## src/rtl/display_pkg.sv

```systemverilog
// Shared display definitions: mode encoding and the auto-rotate successor.
// The display formatter imports this package as well.
package display_pkg;

  // Display modes; encoding 2'd3 is never produced.
  typedef enum logic [1:0] {
    MODE_TIME = 2'd0,
    MODE_DATE = 2'd1,
    MODE_TMR  = 2'd2
  } mode_t;

  // Successor mode for auto-rotation. When the timer is excluded, DATE wraps
  // straight back to TIME. A manually entered TMR mode also returns to TIME.
  function automatic mode_t next_mode(input mode_t cur, input logic tmr_en);
    mode_t nxt;
    case (cur)
      MODE_TIME: nxt = MODE_DATE;
      MODE_DATE: nxt = tmr_en ? MODE_TMR : MODE_TIME;
      MODE_TMR:  nxt = MODE_TIME;
      default:   nxt = MODE_TIME;
    endcase
    return nxt;
  endfunction

endpackage

```

## src/rtl/dwell_timer.sv

```systemverilog
// Dwell counter for auto-rotation. Counts enabled cycles and raises a
// combinational tick on the cycle where the count reaches DWELL-1; the
// count wraps to zero on that same edge. clr has priority over en.
module dwell_timer #(
  parameter int DWELL = 50_000_000
) (
  input  logic clk,
  input  logic reset,
  input  logic en,
  input  logic clr,
  output logic tick
);

  localparam int            CW   = (DWELL > 1) ? $clog2(DWELL) : 1;
  localparam logic [CW-1:0] LAST = CW'(DWELL - 1);
  localparam logic [CW-1:0] ONE  = CW'(1);
  localparam logic [CW-1:0] ZERO = CW'(0);

  logic [CW-1:0] cnt_r;
  logic          at_last_s;

  assign at_last_s = (cnt_r == LAST);
  assign tick      = en && at_last_s;

  // Count register: clear on reset or clr, wrap at DWELL-1, hold when idle.
  always_ff @(posedge clk) begin
    if (reset) begin
      cnt_r <= ZERO;
    end else if (clr) begin
      cnt_r <= ZERO;
    end else if (en) begin
      if (at_last_s) begin
        cnt_r <= ZERO;
      end else begin
        cnt_r <= cnt_r + ONE;
      end
    end else begin
      cnt_r <= cnt_r;
    end
  end

endmodule

```

## src/rtl/display_field_sel.sv

```systemverilog
// Registered display field selector. Picks the time, date or timer field
// triplet from a latched one-hot request or an auto-rotating mode, with a
// freeze control on the output buses and a delayed change strobe.
module display_field_sel
  import display_pkg::*;
#(
  parameter int N      = 8,
  parameter int DWELL  = 50_000_000,
  parameter bit TMR_EN = 1'b1
) (
  input  logic         clk,
  input  logic         reset,
  input  logic [2:0]   sel,
  input  logic         auto_en,
  input  logic         freeze,
  input  logic [N-1:0] t_hora,
  input  logic [N-1:0] t_min,
  input  logic [N-1:0] t_seg,
  input  logic [N-1:0] d_dia,
  input  logic [N-1:0] d_mes,
  input  logic [N-1:0] d_year,
  input  logic [N-1:0] c_hora,
  input  logic [N-1:0] c_min,
  input  logic [N-1:0] c_seg,
  output logic [N-1:0] dato_1,
  output logic [N-1:0] dato_2,
  output logic [N-1:0] dato_3,
  output logic [1:0]   mode_act,
  output logic         upd
);

  mode_t        mode_r;
  mode_t        mode_nxt_s;
  mode_t        enc_s;
  logic         sel_any_s;
  logic         tick_s;
  logic [N-1:0] mux_1_s;
  logic [N-1:0] mux_2_s;
  logic [N-1:0] mux_3_s;
  logic         chg_s;
  logic         chg_r;

  assign sel_any_s = |sel;
  assign mode_act  = mode_r;

  // A manual request clears the dwell count; counting only runs when idle
  // and auto-rotation is enabled.
  dwell_timer #(
    .DWELL(DWELL)
  ) u_dwell (
    .clk  (clk),
    .reset(reset),
    .en   (auto_en && !sel_any_s),
    .clr  (sel_any_s),
    .tick (tick_s)
  );

  // Next mode: priority-encoded request beats dwell expiry, else hold.
  always_comb begin
    enc_s      = MODE_TIME;
    mode_nxt_s = mode_r;
    if (sel[0]) begin
      enc_s = MODE_TIME;
    end else if (sel[1]) begin
      enc_s = MODE_DATE;
    end else if (sel[2]) begin
      enc_s = MODE_TMR;
    end else begin
      enc_s = MODE_TIME;
    end
    if (sel_any_s) begin
      mode_nxt_s = enc_s;
    end else if (tick_s) begin
      mode_nxt_s = next_mode(mode_r, TMR_EN);
    end else begin
      mode_nxt_s = mode_r;
    end
  end

  // Field mux driven from the next-state mode so data and mode_act align.
  always_comb begin
    mux_1_s = t_hora;
    mux_2_s = t_min;
    mux_3_s = t_seg;
    case (mode_nxt_s)
      MODE_TIME: begin
        mux_1_s = t_hora;
        mux_2_s = t_min;
        mux_3_s = t_seg;
      end
      MODE_DATE: begin
        mux_1_s = d_dia;
        mux_2_s = d_mes;
        mux_3_s = d_year;
      end
      MODE_TMR: begin
        mux_1_s = c_hora;
        mux_2_s = c_min;
        mux_3_s = c_seg;
      end
      default: begin
        mux_1_s = t_hora;
        mux_2_s = t_min;
        mux_3_s = t_seg;
      end
    endcase
  end

  // A load that alters any bus is flagged here and surfaces on upd one
  // cycle later.
  assign chg_s = !freeze &&
                 ((mux_1_s != dato_1) || (mux_2_s != dato_2) || (mux_3_s != dato_3));

  // Mode register keeps running while the outputs are frozen.
  always_ff @(posedge clk) begin
    if (reset) begin
      mode_r <= MODE_TIME;
    end else begin
      mode_r <= mode_nxt_s;
    end
  end

  // Output buses load live values unless frozen.
  always_ff @(posedge clk) begin
    if (reset) begin
      dato_1 <= {N{1'b0}};
      dato_2 <= {N{1'b0}};
      dato_3 <= {N{1'b0}};
    end else if (!freeze) begin
      dato_1 <= mux_1_s;
      dato_2 <= mux_2_s;
      dato_3 <= mux_3_s;
    end else begin
      dato_1 <= dato_1;
      dato_2 <= dato_2;
      dato_3 <= dato_3;
    end
  end

  // Two-stage change strobe: record the differing load, then pulse upd.
  always_ff @(posedge clk) begin
    if (reset) begin
      chg_r <= 1'b0;
      upd   <= 1'b0;
    end else begin
      chg_r <= chg_s;
      upd   <= chg_r;
    end
  end

endmodule

```

## config.mk

```make
export PLATFORM = sky130hd
export DESIGN_NAME = display_field_sel
export DESIGN_NICKNAME = d
export VERILOG_FILES = /design/src/rtl/display_pkg.sv /design/src/rtl/dwell_timer.sv /design/src/rtl/display_field_sel.sv
export SDC_FILE = /design/constraint.sdc
export NUM_CORES = 1
export LEC_CHECK = 0
export BUFFER_PORTS_ARGS = -buffer_cell sky130_fd_sc_hd__buf_2
export CAP_MARGIN = 10
export CORE_UTILIZATION = 45
export CTS_BUF_LIST = sky130_fd_sc_hd__clkbuf_8
export CTS_CLUSTER_DIAMETER = 30
export CTS_CLUSTER_SIZE = 40
export DETAILED_ROUTE_END_ITERATION = 7
export PLACE_DENSITY = 0.74
export SYNTH_ARGS = -nofsm -noshare
export SYNTH_HDL_FRONTEND = slang
export SYNTH_HIERARCHICAL = 1
export SYNTH_SLANG_ARGS = --single-unit
```

## constraint.sdc

```tcl
create_clock -name clk -period 3.4 [get_ports clk]
set_input_delay 0.34 -clock clk [delete_from_list [all_inputs] [get_ports clk]]
set_output_delay 0.34 -clock clk [all_outputs]
set_load 0.005 [all_outputs]
```

==> results.json <==
{
  "ys_seq_area_share_pct": 31.44,
  "rows": 31,
  "tritoncts": "built",
  "grt_pass1_vias": 3350,
  "fin_area_sq_mm": 0.004481,
  "ios": 106,
  "synth-edff-count": 0,
  "hold_buffers": 0,
  "netlist_instances": 412,
  "numPortBuffers": 105,
  "drc": 0,
  "antenna_violating_nets_post_route": 0,
  "dieArea_sq_mm": 0.007994,
  "n_fill_cell": 634,
  "synth_top_area_share_pct": 31.44,
  "min_path_type": "in2reg",
  "p_int_mw": 1.064,
  "p_leak_nw": 1.871,
  "p_comb_share_pct": 25.5,
  "grt_antenna_before_repair": 0,
  "first_pass_iters": 4,
  "finalMaxSlewViolations": 0,
  "overflow": 0,
  "syn_to_final_growth_pct": 30.31,
  "worstMarginPinSlew_ns": 0.7667,
  "avgRoutedWirePerCell_microns": 15.12,
  "power_density_mw_per_mm2": 334.1,
  "finalSetupViolations": 0,
  "finalClockSkew_ns": 0.008176,
  "fin_nets": 615,
  "cp-start-kind": "primary input",
  "clkPwrFrac_pct": 29.2,
  "cp_data_arrival_time_ns": 3.42,
  "hold_viol_final": 0,
  "cts.sinks": 54,
  "tns_ns": 0,
  "place_hpwl_microns": 7045,
  "yosysTopAreaCell": "dfxtp_1",
  "cts_max_level": 2,
  "drt_iter0_drc": 170,
  "track_usage_pct": 23.48,
  "die_w_microns": 89.41,
  "synthXorXnorAreaFrac_pct": 3.311,
  "clockRootBuffer": "clkbuf_8",
  "synth.distinct_cells": 47,
  "synth.area.mux_share_pct": 4.949,
  "crit_path_max_fanout": 29,
  "synth-async-reset-ratio_pct": 0,
  "start_util_pct": 46.90,
  "routed_wirelength_microns": 9553,
  "fp.dieH_microns": 89.41,
  "clk_pin_slew_ns": 0.10,
  "synth_simple_gate_area_share_pct": 26.86,
  "n_antenna_cell": 0,
  "cts_buffers": 5,
  "relSlewSlack_pct": 48.89,
  "grt_max_degree": 34,
  "ys_warn_count": 6,
  "synth_compound_area_share_pct": 26.06,
  "place_congestion": 0.8507,
  "core_area_sq_mm": 0.007331,
  "path_class": "in2reg",
  "avgViaCountPerCell": 5.805,
  "synth_fp_nets": 495,
  "drive_gt1_share_pct": 34.52,
  "dp_cells": 621,
  "yosys_register_bits": 54,
  "clock.fmax_ghz": 0.3083,
  "num_vias": 3669,
  "postPlaceCellArea_sq_mm": 0.004219,
  "synth_adder_area_share_pct": 1.456,
  "grt_pass1_wl_microns": 14740,
  "post_synth.cell_area_avg_sq_um": 8.345,
  "worstSkewPairLatency_ns": 0.31,
  "cap_viol_max_count": 0,
  "worstPathRequired_ns": 3.57,
  "status": "finished clean",
  "finalCriticalPeriod_ns": 3.243,
  "synth_top_family_by_area": "simple AND/OR/NAND/NOR gates",
  "p_sw_share_pct": 28.94,
  "synthFlopType": "dfxtp_1",
  "endpoint_kind": "flip-flop",
  "max-vdd-ir-drop_mv": 0.1791,
  "post-place-ws_ns": -0.4193,
  "cts_buffer_depth": 2,
  "netlist_area_sq_mm": 0.003438,
  "setup_ws_ns": 0.1569,
  "ys_top_cells_by_area": "dfxtp_1 (31%), mux2i_1 (4.9%), nor2b_1 (4.5%)",
  "final_cells": 632,
  "pwr-share-seq_pct": 45.2,
  "period_share_pct": 95.38,
  "p_sw_uw": 433.2
}
==> final cells by class <==
class | count | area, sq um | share of cell area, %
timing repair buffer | 142 | 835.8 | 18.65
inverter | 6 | 22.52 | 0.5027
clock buffer | 5 | 68.82 | 1.536
tap | 99 | 123.9 | 2.765
multi-input combinational | 323 | 2308 | 51.52
sequential | 54 | 1081 | 24.13
clock inverter | 3 | 40.04 | 0.8936
==> power by group through the flow <==
| stage | Sequential [mW] | Combinational (mW) | Clock (mW) |
|---|---|---|---|
| global placement | 0.690 | 0.345 | 0 |
| finish | 0.677 | 0.382 | 0.438 |
| global route | 0.681 | 0.419 | 0.475 |
| CTS | 0.677 | 0.360 | 0.446 |
| floorplan | 0.689 | 0.218 | 0 |
| detailed placement | 0.691 | 0.353 | 0 |
==> flip-flops by register name (all words and copies together) (netlist names) <==
name,flops
upd,1
dato_1,8
mode_act,2
u_dwell/cnt_r,26
dato_2,8
chg_r,1
dato_3,8
==> through the flow <==
stage	hold slack (ns)	power, mW	utilization (%)
floorplan	0.4138	0.9072	-
global placement	0.4408	1.035	57.55
detailed placement	0.4544	1.044	57.55
CTS	0.4097	1.482	59.31
global route	0.4404	1.575	61.12
finish	0.4174	1.497	61.12
==> metal layers <==
metal	vias to the layer above	wire length, microns	global-route usage (%)
met3	11	537	4.894
met2	143	4602	40.18
met1	1721	4275	29.74
met5	-	0	0
li1	1794	-	-
met4	0	138	6.926
==> final timing paths <==
kind / from / end / slack (ns) / cells past startpoint
max: sel[2] / chg_r / 0.16 / 18
min: t_seg[3] / dato_3[3] / 0.42 / 5
min reg2reg: chg_r / upd / 0.46 / 1
max reg2reg: u_dwell/cnt_r[8] / chg_r / 0.24 / 15
==> Yosys cell counts, types with 3 or more instances <==
library cell,count
dfxtp_1,54
nor2_1,36
nand2_1,28
nor2b_1,25
o21ai_0,19
a211o_1,17
a21oi_1,17
mux2i_1,17
nand4_1,17
a22oi_1,16
o211ai_1,16
nand3_1,14
buf_2,13
o31ai_1,13
xor2_1,9
clkbuf_1,8
or4_1,8
buf_6,7
inv_1,5
nand3b_1,5
nor3_1,5
a21o_1,4
a221o_1,4
a221oi_2,4
and2_1,4
and4_1,4
ha_1,4
nand2b_1,4
o21a_1,4
or3_1,4
xnor2_1,4
a211oi_1,3
and3_1,3
==> critical path, stage by stage <==
cell	delay, ns
buf_2	0.11
or3_4	0.41
nor2_4	0.12
and4_4	0.25
nand4_4	0.08
nor2_2	0.15
nor3b_2	0.19
a21oi_1	0.06
nor2_1	0.13
o21bai_2	0.13
ha_4	0.39
buf_12	0.18
buf_4	0.14
nand2_1	0.06
o211ai_1	0.09
nand4_1	0.13
nor4_2	0.31
a311oi_1	0.12
==> kinds of logic after synthesis <==
logic type	Yosys count
AND/OR/NAND/NOR	167
AO/OA/AOI/OAI	122
flip-flops	54
buffers and inverters	35
multiplexers	17
XOR/XNOR	13
adder cells (fa/ha/maj)	4
==> cell usage in the layout (no fill, tap or decap), types with 3 or more instances in the layout <==
cell type / synthesis / routed
and3_1: 3 / 3
a22oi_1: 16 / 6
a221o_1: 4 / 4
buf_4: 1 / 33
mux2i_1: 17 / 17
inv_1: 5 / 5
dfxtp_1: 54 / 54
o31ai_1: 13 / 13
a211o_1: 17 / 17
o21a_1: 4 / 4
buf_2: 13 / 105
o211ai_1: 16 / 16
nor2b_1: 25 / 25
nand2b_1: 4 / 4
xnor2_1: 4 / 4
a22oi_2: 0 / 10
xor2_1: 9 / 9
nand3b_1: 5 / 5
or4_1: 8 / 8
clkbuf_8: 0 / 5
nor3_1: 5 / 5
a21o_1: 4 / 4
and2_1: 4 / 4
a21oi_1: 17 / 17
nand2_1: 28 / 28
or3_1: 4 / 3
nand3_1: 14 / 14
nor2_1: 36 / 34
and4_1: 4 / 4
nand4_1: 17 / 17
o21ai_0: 19 / 19
==> repair_timing <==
item,CTS,global route
pin swaps,1,4
setup buffers,0,3
resized for setup,3,19
setup endpoints to repair,1,1
Power figures use the tool's default switching activity.
